**src/rtl/uart_board_loader_if.sv**
```systemverilog
// uart_board_loader_if
//   Byte-in / cell-write-out bundle for the board loader.
//   enable, in_data, in_valid, in_ready : UART receiver byte handshake
//   wr_en, wr_addr, wr_data             : single-cell write into board_state
//   frame_done, err                     : one-cycle status pulses
//   master : byte source / write sink side, slave : the loader.
interface uart_board_loader_if #(
  parameter int logWIDTH  = 3,
  parameter int logHEIGHT = 3
);
  logic                          enable;
  logic [7:0]                    in_data;
  logic                          in_valid;
  logic                          in_ready;
  logic                          wr_en;
  logic [logWIDTH+logHEIGHT-1:0] wr_addr;
  logic                          wr_data;
  logic                          frame_done;
  logic                          err;

  modport master (
    output enable, in_data, in_valid,
    input  in_ready, wr_en, wr_addr, wr_data, frame_done, err
  );

  modport slave (
    input  enable, in_data, in_valid,
    output in_ready, wr_en, wr_addr, wr_data, frame_done, err
  );
endinterface

```
**src/rtl/uart_board_loader.sv**
```systemverilog
// uart_board_loader
//   Parses the ANSI/ASCII board stream ('O' alive, ' ' dead, CR ignored,
//   LF row break with dead padding, ESC [ ; H home) into cell writes.
//   Ports:
//     clk   : system clock, rising edge
//     reset : synchronous, active-high
//     bus   : uart_board_loader_if.slave (byte handshake in, cell writes
//             and frame_done/err pulses out, all outputs registered except
//             in_ready)
module uart_board_loader #(
  parameter int logWIDTH  = 3,
  parameter int logHEIGHT = 3
) (
  input  logic                 clk,
  input  logic                 reset,
  uart_board_loader_if.slave   bus
);

  localparam int AW = logWIDTH + logHEIGHT;

  // col runs 0..WIDTH, so it carries one extra bit
  localparam logic [logWIDTH:0]    COL_END  = {1'b1, {logWIDTH{1'b0}}};
  localparam logic [logWIDTH:0]    COL_LAST = {1'b0, {logWIDTH{1'b1}}};
  localparam logic [logWIDTH:0]    COL_ONE  = {{logWIDTH{1'b0}}, 1'b1};
  localparam logic [logHEIGHT-1:0] ROW_LAST = '1;
  localparam logic [logHEIGHT-1:0] ROW_ONE  = {{(logHEIGHT-1){1'b0}}, 1'b1};

  typedef enum logic [2:0] {RUN, PAD, ESC1, ESC2, ESC3} state_t;

  state_t               state, state_n;
  logic [logHEIGHT-1:0] row, row_n;
  logic [logWIDTH:0]    col, col_n;
  // Set on the final pad write; PAD then idles one cycle so in_ready stays
  // low for exactly as many cycles as pad writes were issued.
  logic                 pad_done, pad_done_n;

  logic                 wr_en_q, wr_en_n;
  logic [AW-1:0]        wr_addr_q, wr_addr_n;
  logic                 wr_data_q, wr_data_n;
  logic                 frame_done_q, frame_done_n;
  logic                 err_q, err_n;

  logic                 accept;
  logic                 put, put_val, pad_wr, adv;

  assign bus.in_ready   = ~reset & bus.enable & (state != PAD);
  assign accept         = bus.in_valid & bus.in_ready;

  assign bus.wr_en      = wr_en_q;
  assign bus.wr_addr    = wr_addr_q;
  assign bus.wr_data    = wr_data_q;
  assign bus.frame_done = frame_done_q;
  assign bus.err        = err_q;

  always_ff @(posedge clk) begin
    if (reset) begin
      state        <= RUN;
      row          <= '0;
      col          <= '0;
      pad_done     <= 1'b0;
      wr_en_q      <= 1'b0;
      wr_addr_q    <= '0;
      wr_data_q    <= 1'b0;
      frame_done_q <= 1'b0;
      err_q        <= 1'b0;
    end else begin
      state        <= state_n;
      row          <= row_n;
      col          <= col_n;
      pad_done     <= pad_done_n;
      wr_en_q      <= wr_en_n;
      wr_addr_q    <= wr_addr_n;
      wr_data_q    <= wr_data_n;
      frame_done_q <= frame_done_n;
      err_q        <= err_n;
    end
  end

  always_comb begin
    state_n      = state;
    row_n        = row;
    col_n        = col;
    pad_done_n   = pad_done;
    wr_en_n      = 1'b0;
    wr_addr_n    = wr_addr_q;
    wr_data_n    = wr_data_q;
    frame_done_n = 1'b0;
    err_n        = 1'b0;
    put          = 1'b0;
    put_val      = 1'b0;
    pad_wr       = 1'b0;
    adv          = 1'b0;

    unique case (state)
      RUN: if (accept) begin
        unique case (bus.in_data)
          8'd79, 8'd32: begin
            if (col != COL_END) begin
              put     = 1'b1;
              put_val = (bus.in_data == 8'd79);
            end else begin
              err_n = 1'b1;
            end
          end
          8'd13: ;
          8'd10: begin
            // First pad cell is written on the LF itself so the pad burst
            // starts the cycle after the LF is accepted.
            if (col != COL_END) begin
              put     = 1'b1;
              pad_wr  = 1'b1;
              state_n = PAD;
            end else begin
              adv = 1'b1;
            end
          end
          8'd27:   state_n = ESC1;
          default: err_n = 1'b1;
        endcase
      end
      PAD: begin
        if (pad_done) begin
          pad_done_n = 1'b0;
          state_n    = RUN;
        end else begin
          put    = 1'b1;
          pad_wr = 1'b1;
        end
      end
      ESC1: if (accept) begin
        if (bus.in_data == 8'd91) state_n = ESC2;
        else begin state_n = RUN; err_n = 1'b1; end
      end
      ESC2: if (accept) begin
        if (bus.in_data == 8'd59) state_n = ESC3;
        else begin state_n = RUN; err_n = 1'b1; end
      end
      ESC3: if (accept) begin
        state_n = RUN;
        if (bus.in_data == 8'd72) begin
          row_n = '0;
          col_n = '0;
        end else begin
          err_n = 1'b1;
        end
      end
      default: state_n = RUN;
    endcase

    if (put) begin
      wr_en_n   = 1'b1;
      wr_addr_n = {row, col[logWIDTH-1:0]};
      wr_data_n = put_val;
      col_n     = col + COL_ONE;
    end

    if (pad_wr && col == COL_LAST) begin
      adv        = 1'b1;
      pad_done_n = 1'b1;
    end

    if (adv) begin
      col_n = '0;
      if (row == ROW_LAST) begin
        row_n        = '0;
        frame_done_n = 1'b1;
      end else begin
        row_n = row + ROW_ONE;
      end
    end
  end

endmodule

```
**src/flat_wrapper.sv**
```systemverilog
// flat-port wrapper written by rule: the top's interface ports become plain ports
module uart_board_loader_flat 
#(
  parameter int logWIDTH  = 3,
  parameter int logHEIGHT = 3
)
  (clk, reset, bus_enable, bus_in_data, bus_in_valid, bus_in_ready, bus_wr_en, bus_wr_addr, bus_wr_data, bus_frame_done, bus_err);
  uart_board_loader_if #(.logWIDTH(logWIDTH), .logHEIGHT(logHEIGHT)) bus_i ();
  input  logic clk;
  input  logic reset;
  input wire logic [$bits(bus_i.enable)-1:0] bus_enable;
  input wire logic [$bits(bus_i.in_data)-1:0] bus_in_data;
  input wire logic [$bits(bus_i.in_valid)-1:0] bus_in_valid;
  output wire logic [$bits(bus_i.in_ready)-1:0] bus_in_ready;
  output wire logic [$bits(bus_i.wr_en)-1:0] bus_wr_en;
  output wire logic [$bits(bus_i.wr_addr)-1:0] bus_wr_addr;
  output wire logic [$bits(bus_i.wr_data)-1:0] bus_wr_data;
  output wire logic [$bits(bus_i.frame_done)-1:0] bus_frame_done;
  output wire logic [$bits(bus_i.err)-1:0] bus_err;
  assign bus_i.enable = bus_enable;
  assign bus_i.in_data = bus_in_data;
  assign bus_i.in_valid = bus_in_valid;
  assign bus_in_ready = bus_i.in_ready;
  assign bus_wr_en = bus_i.wr_en;
  assign bus_wr_addr = bus_i.wr_addr;
  assign bus_wr_data = bus_i.wr_data;
  assign bus_frame_done = bus_i.frame_done;
  assign bus_err = bus_i.err;
  uart_board_loader #(.logWIDTH(logWIDTH), .logHEIGHT(logHEIGHT)) u_core (.clk(clk), .reset(reset), .bus(bus_i));
endmodule
```
**config.mk**
```make
export PLATFORM = sky130hd
export DESIGN_NAME = uart_board_loader_flat
export DESIGN_NICKNAME = d
export VERILOG_FILES = /design/src/rtl/uart_board_loader_if.sv /design/src/rtl/uart_board_loader.sv /design/src/flat_wrapper.sv
export SDC_FILE = /design/constraint.sdc
export NUM_CORES = 1
export LEC_CHECK = 0
export CORE_MARGIN = 2
export CORE_UTILIZATION = 40
export CTS_CLUSTER_DIAMETER = 120
export DETAILED_ROUTE_END_ITERATION = 16
export PLACE_DENSITY = 0.63
export SYNTH_ARGS = -nofsm -noshare
export SYNTH_HDL_FRONTEND = slang
export SYNTH_SLANG_ARGS = --single-unit
```
**constraint.sdc**
```tcl
create_clock -name clk -period 2.1 [get_ports clk]
set_input_delay 0.315 -clock clk [delete_from_list [all_inputs] [get_ports clk]]
set_output_delay 0.315 -clock clk [all_outputs]
set_load 0.03 [all_outputs]
```
-- After elaboration in Yosys (flattened, before gate mapping)
Index checks and enable logic that the tools add are counted.
- register bits after elaboration: 21
- latch bits: 0
- RAM bits: 0
- bits in read-only memories: 0
- bits of input ports: 12
- output and inout port bits: 11
- logic and storage cells: 105
- memories: 0
- $add $sub $neg: 2
- $mul: 0
- div/mod/pow operators: 0
- order comparisons: 0
- eq/ne operators: 23
- shift-type cells: 0
- muxes and demuxes: 49
- bitwise operators: 5
- reductions and logical operators: 17
- operators with widths (operator ; number):
    2-to-1 mux 3 bit ; 12
    2-to-1 mux 1 bit ; 26
    equality test 8 x 7 -> 1 bit, second input constant ; 3
    equality test 8 x 4 -> 1 bit, second input constant ; 2
    equality test 8 x 6 -> 1 bit, second input constant ; 2
    2-to-1 mux 4 bit ; 4
    one-hot mux 3 bit (5 select lines) ; 1
    nonzero test 2 bit ; 7
    inequality test 2 x 1 -> 1 bit, second input constant ; 5
    equality test 8 x 5 -> 1 bit, second input constant ; 1
    AND reduction 7 bit ; 1
    equality test 3 x 2 -> 1 bit, second input constant ; 2
    equality test 3 bit, second input constant ; 2
    one-hot mux 1 bit (2 select lines) ; 3
    one-hot mux 3 bit (2 select lines) ; 1
    AND reduction 3 bit ; 2
    OR reduction 2 bit ; 3
    OR reduction 3 bit ; 2
    adder 4 x 1 -> 4 bit, second input constant ; 1
    equality test 4 x 3 -> 1 bit, second input constant ; 1
    inequality test 4 bit, second input constant ; 1
    one-hot mux 1 bit (4 select lines) ; 1
    adder 3 x 1 -> 3 bit, second input constant ; 1
    AND 1 bit ; 3
    other kinds (8) ; 9

-- Depth between registers and ports, before layout
- depth in word-level cells: 10
- mapped depth: 8
- mapped depth without buffers: 7

-- Least setup slack after synthesis
OpenSTA, ideal clock, no wires.
- kind: in2reg
- start point: input reset
- end point: register u_core.row[1]
- setup time: 0.070 ns
- data arrival time: 1.549 ns
- data required time: 2.030 ns
- setup slack: 0.480 ns
- stages on the path: 6
- buffers on the path: 1
- path through: and3b_1 > clkbuf_1 > nand2_1 > o31a_1 > or3b_1 > a21oi_1
- cells in the longest elaborated chain, start to end: 10
- elaborated cells between the ends (all ways): 15
- those cells by class: 6 x mux; 4 x bitwise; 5 x reduce/logical
- RTL lines (what ; line ; RTL):
    start: declaration ; flat_wrapper.sv:10 ; input logic reset;
    NOT 1 bit ; uart_board_loader.sv:46 ; assign bus.in_ready = ~reset & bus.enable & (state != PAD);
    AND 1 bit (2 in a row) ; uart_board_loader.sv:46 ;
    AND 1 bit ; uart_board_loader.sv:47 ; assign accept = bus.in_valid & bus.in_ready;
    2-to-1 mux 1 bit ; uart_board_loader.sv:95 ; RUN: if (accept) begin
    one-hot mux 1 bit (2 select lines) ; uart_board_loader.sv:94 ; unique case (state)
    logical AND 1 bit ; uart_board_loader.sv:157 ; if (pad_wr && col == COL_LAST) begin
    2-to-1 mux 1 bit ; uart_board_loader.sv:157 ;
    nonzero test 2 bit (no source line) ; n/a ;
    AND reduction 3 bit (no source line) ; n/a ;
    end signal: assignment ; uart_board_loader.sv:68 ; row <= row_n;
    end: declaration ; uart_board_loader.sv:31 ; logic [logHEIGHT-1:0] row, row_n;
Several ways; a longest one is shown, not always the timed one.
A chain may end at the register's enable or synchronous reset.

-- Final worst setup path
- start point: input bus_in_data[4]
- end point: register u_core.row[1]
- cells in the longest elaborated chain, start to end: 8
- elaborated cells between the ends (all ways): 15
- those cells by class: 2 x eq/ne; 8 x mux; 5 x reduce/logical
- RTL lines (what ; line ; RTL):
    start: declaration ; flat_wrapper.sv:12 ; input wire logic [$bits(bus_i.in_data)-1:0] bus_in_data;
    equality test 8 x 4 -> 1 bit ; uart_board_loader.sv:96 ; unique case (bus.in_data)
    2-to-1 mux 1 bit ; uart_board_loader.sv:96 ;
    2-to-1 mux 1 bit ; uart_board_loader.sv:95 ;
    one-hot mux 1 bit (2 select lines) ; uart_board_loader.sv:94 ;
    logical AND 1 bit ; uart_board_loader.sv:157 ;
    2-to-1 mux 1 bit ; uart_board_loader.sv:157 ;
    nonzero test 2 bit (no source line) ; n/a ;
    AND reduction 3 bit (no source line) ; n/a ;
Several ways; a longest one is shown, not always the timed one.

==> qor.txt <==
Worst-Skew Late Latency -> 300 ps
fraction of registers with async set or reset after synthesis -> 0
largest area contributor in the netlist -> dfxtp_1
internal power -> 526 uW
Tcrit/Tclk final -> 0.908
Die Y -> 62.2 um
Slew headroom -> 0.723
sequential area share after synthesis -> 0.310
endpoints failing hold -> 0
H-Tree Depth -> 1
Crit Path Max Fanout -> 4
FILL cells -> 333
critical path type -> in -> reg
RSZ-0062 raised after global routing -> no
clock share of power -> 0.279
top post-synthesis cells by area -> dfxtp_1, a21oi_1, nand3_1, ha_1, nand2b_1
Slowest cell on crit path -> clkdlybuf4s50_1
share of layout cells above drive strength 1 -> 0.180
CP Capture Point -> u_core.row[1]
routed wire length on met3 -> 92 um
Seq cells post-synth -> 21
PostCTS Resize Cnt -> 0
Max Transition Viols Final -> 0
combinational share of power -> 0.147
Worst Path Buf+Inv -> 1
Sinks on Clock Net -> 21
1st-iter DRT viols -> 82
Placement Setup Slack -> -127 ps
Syn Nets -> 178
DRC Markers -> 0
final setup vio count -> 0
Final min period -> 1910 ps
vias in the first global route -> 1323
GRT Util Overall -> 0.199
Antenna diodes -> 0
Worst setup SP type -> input port
cell count of the worst hold path -> 2
top-count cell post-synth -> dfxtp_1
CTS tree -> yes
CTS Hold Bufs -> 0
max layer used -> met4
CP Depth -> 6
r2r endpoint -> u_core.row[1]
Final ANT Viol Nets -> 0
Worst Setup SP -> bus_in_data[4]
Worst-path clk slew -> 110 ps
outcome -> finished, final reports clean
synth cell count leaders -> dfxtp_1, a21oi_1, nand3_1
Clock Path Buffers -> 2
post-synth top area share -> 0.310
Leak -> 0.000640 uW
Port Buffer Count -> 22
global-route wire length before repair -> 6350 um
met1 WL -> 1620 um
Initial Util -> 0.413
Sw Share -> 0.244
Flop pwr share -> 0.575
reg2reg setup slack -> 360 ps
# IOs -> 23
DP HPWL -> 2670 um
initial antenna violation count -> 0
WL final -> 3460 um
gpl congestion -> 0.833
DIE AREA -> 3870 um2
Mapped Area -> 1360 um2
setup_tns -> 0 ps
WL/cell -> 14.0 um
Worst R2R Path Depth -> 5
VDD IR max -> 0.230 mV
Unique masters post-synth -> 49
yosys warns -> 0
worst path cell trace -> clkdlybuf4s50_1 -> nor4_2 -> nand2_1 -> o31a_1 -> or3b_1 -> a21oi_1
Num CTS Buffers -> 3
Cell Pwr Density -> 392 nW/um2
Max Cap Violations -> 0
cell family with most CP delay -> simple AND/OR/NAND/NOR gates
Fmax -> 524 MHz
Mapped Cells -> 162
detailed-route via count -> 1361
R2R Path Start -> u_core.state[1]
setup bufs post-CTS -> 0
Sw Pwr -> 170 uW
Post-synth EDFFs -> 0
Critical Path AT -> 2150 ps
met2 wire length -> 1720 um
CP Capture Type -> register
Nets -> 217
Synth Flop Type -> dfxtp_1
row count -> 21
DRT Pass-1 Iters -> 4
Die X -> 62.2 um
Worst-Margin Slew -> 410 ps
Vias/cell -> 5.53
root buffer cell -> clkbuf_4
Setup Skew -> 3.14 ps
Core Area -> 3280 um2
setup ws final -> 192 ps
Req. time, crit path -> 2340 ps
gr ovfl total -> 0
largest net degree at the start of global routing -> 22
max incr delay on CP -> 510 ps
Hold Crit Class -> reg -> reg
syn_area_per_cell -> 8.36 um2
Area growth syn-to-layout -> 31.0%
==> placed cells by master, fill, tap and decap left out, types with 2 or more instances in the layout <==
cell type        netlist  routed
nand2_1                5       5
clkbuf_4               0       3
a21oi_1               17      17
nor2_1                 8       8
o21ai_0                8       8
nor3_1                 2       2
and2_1                 3       3
xor2_1                 2       2
dfxtp_1               21      21
clkdlybuf4s50_1        0      21
nor4_2                 2       2
nand3_1               13      13
nor3b_1                3       3
inv_1                  2       2
nand4b_1               3       3
o21ai_1                6       6
ha_1                   4       4
nand4_1                5       5
buf_4                  0      24
nand2b_1               7       7
nand3b_1               4       4
and3b_1                3       3
or3b_1                 2       2
o31a_1                 2       2
or3_1                  3       3
mux2i_1                3       3
==> per-layer routing <==
| layer | track usage | vias to the layer above |
|---|---|---|
| met3 | 0.0217 | 2 |
| met4 | 0.0583 | 0 |
| met5 | 0 | - |
| met1 | 0.259 | 646 |
| li1 | - | 690 |
| met2 | 0.348 | 23 |
==> worst reg2reg max path, stage by stage (launching register included) <==
cell and delay [ps]:
dfxtp_1 450, nor4b_4 340, a21oi_1 110, o31a_1 300
or3b_1 360, a21oi_1 120
==> logic make-up after synthesis <==
group | Yosys count | share of synthesized area
fa+ha+maj | 4 | 0.0369
simple gates | 75 | 0.379
buf+inv | 13 | 0.0462
compound gates | 44 | 0.193
mux | 3 | 0.0222
xor+xnor | 2 | 0.0129
flops | 21 | 0.310
==> how the worst min path moves through the flow <==
stage,from,to,slack [ps]
2_1_floorplan,u_core.row[1],u_core.row[1],460
3_3_place_gp,u_core.bus.wr_addr[1],u_core.bus.wr_addr[1],450
3_5_place_dp,u_core.bus.wr_addr[3],u_core.bus.wr_addr[3],460
4_1_cts,u_core.bus.wr_addr[3],u_core.bus.wr_addr[3],480
5_1_grt,u_core.bus.wr_addr[0],u_core.bus.wr_addr[0],510
6_report,u_core.bus.wr_addr[3],u_core.bus.wr_addr[3],480
==> state kept, by name (all words and copies together) (netlist names) <==
register,count
u_core.bus.wr_en,1
u_core.row,3
u_core.col,4
u_core.bus.wr_data,1
u_core.bus.frame_done,1
u_core.pad_done,1
u_core.bus.wr_addr,6
u_core.state,3
u_core.bus.err,1
==> power by group through the flow <==
stage                     Clock (uW)  Combinational, uW  Sequential [uW]
after floorplan                    0               39.1              410
after global placement             0               98.1              409
after detailed placement           0                101              409
after CTS                        203                102              400
after global routing             217                112              400
final                            194                102              400
==> cell type report <==
class	instances	area (um2)	share of cell area
clock buffers	3	22.5	0.0127
well taps	46	57.6	0.0324
inverters	2	7.51	0.00423
flip-flops and latches	21	420	0.237
multi-input cells	128	872	0.491
repair buffers	45	390	0.220
clock inverters	1	5.00	0.00282
==> through the flow <==
stage	instances	power, uW	hold slack (ps)	cell area (um2)	util
floorplan	162	449	463	1360	-
global placement	242	507	454	1750	0.532
detailed placement	242	510	459	1750	0.532
CTS	246	705	482	1780	0.541
global route	246	729	507	1780	0.541
finish	246	695	477	1780	0.541
Power figures use the tool's default switching activity.
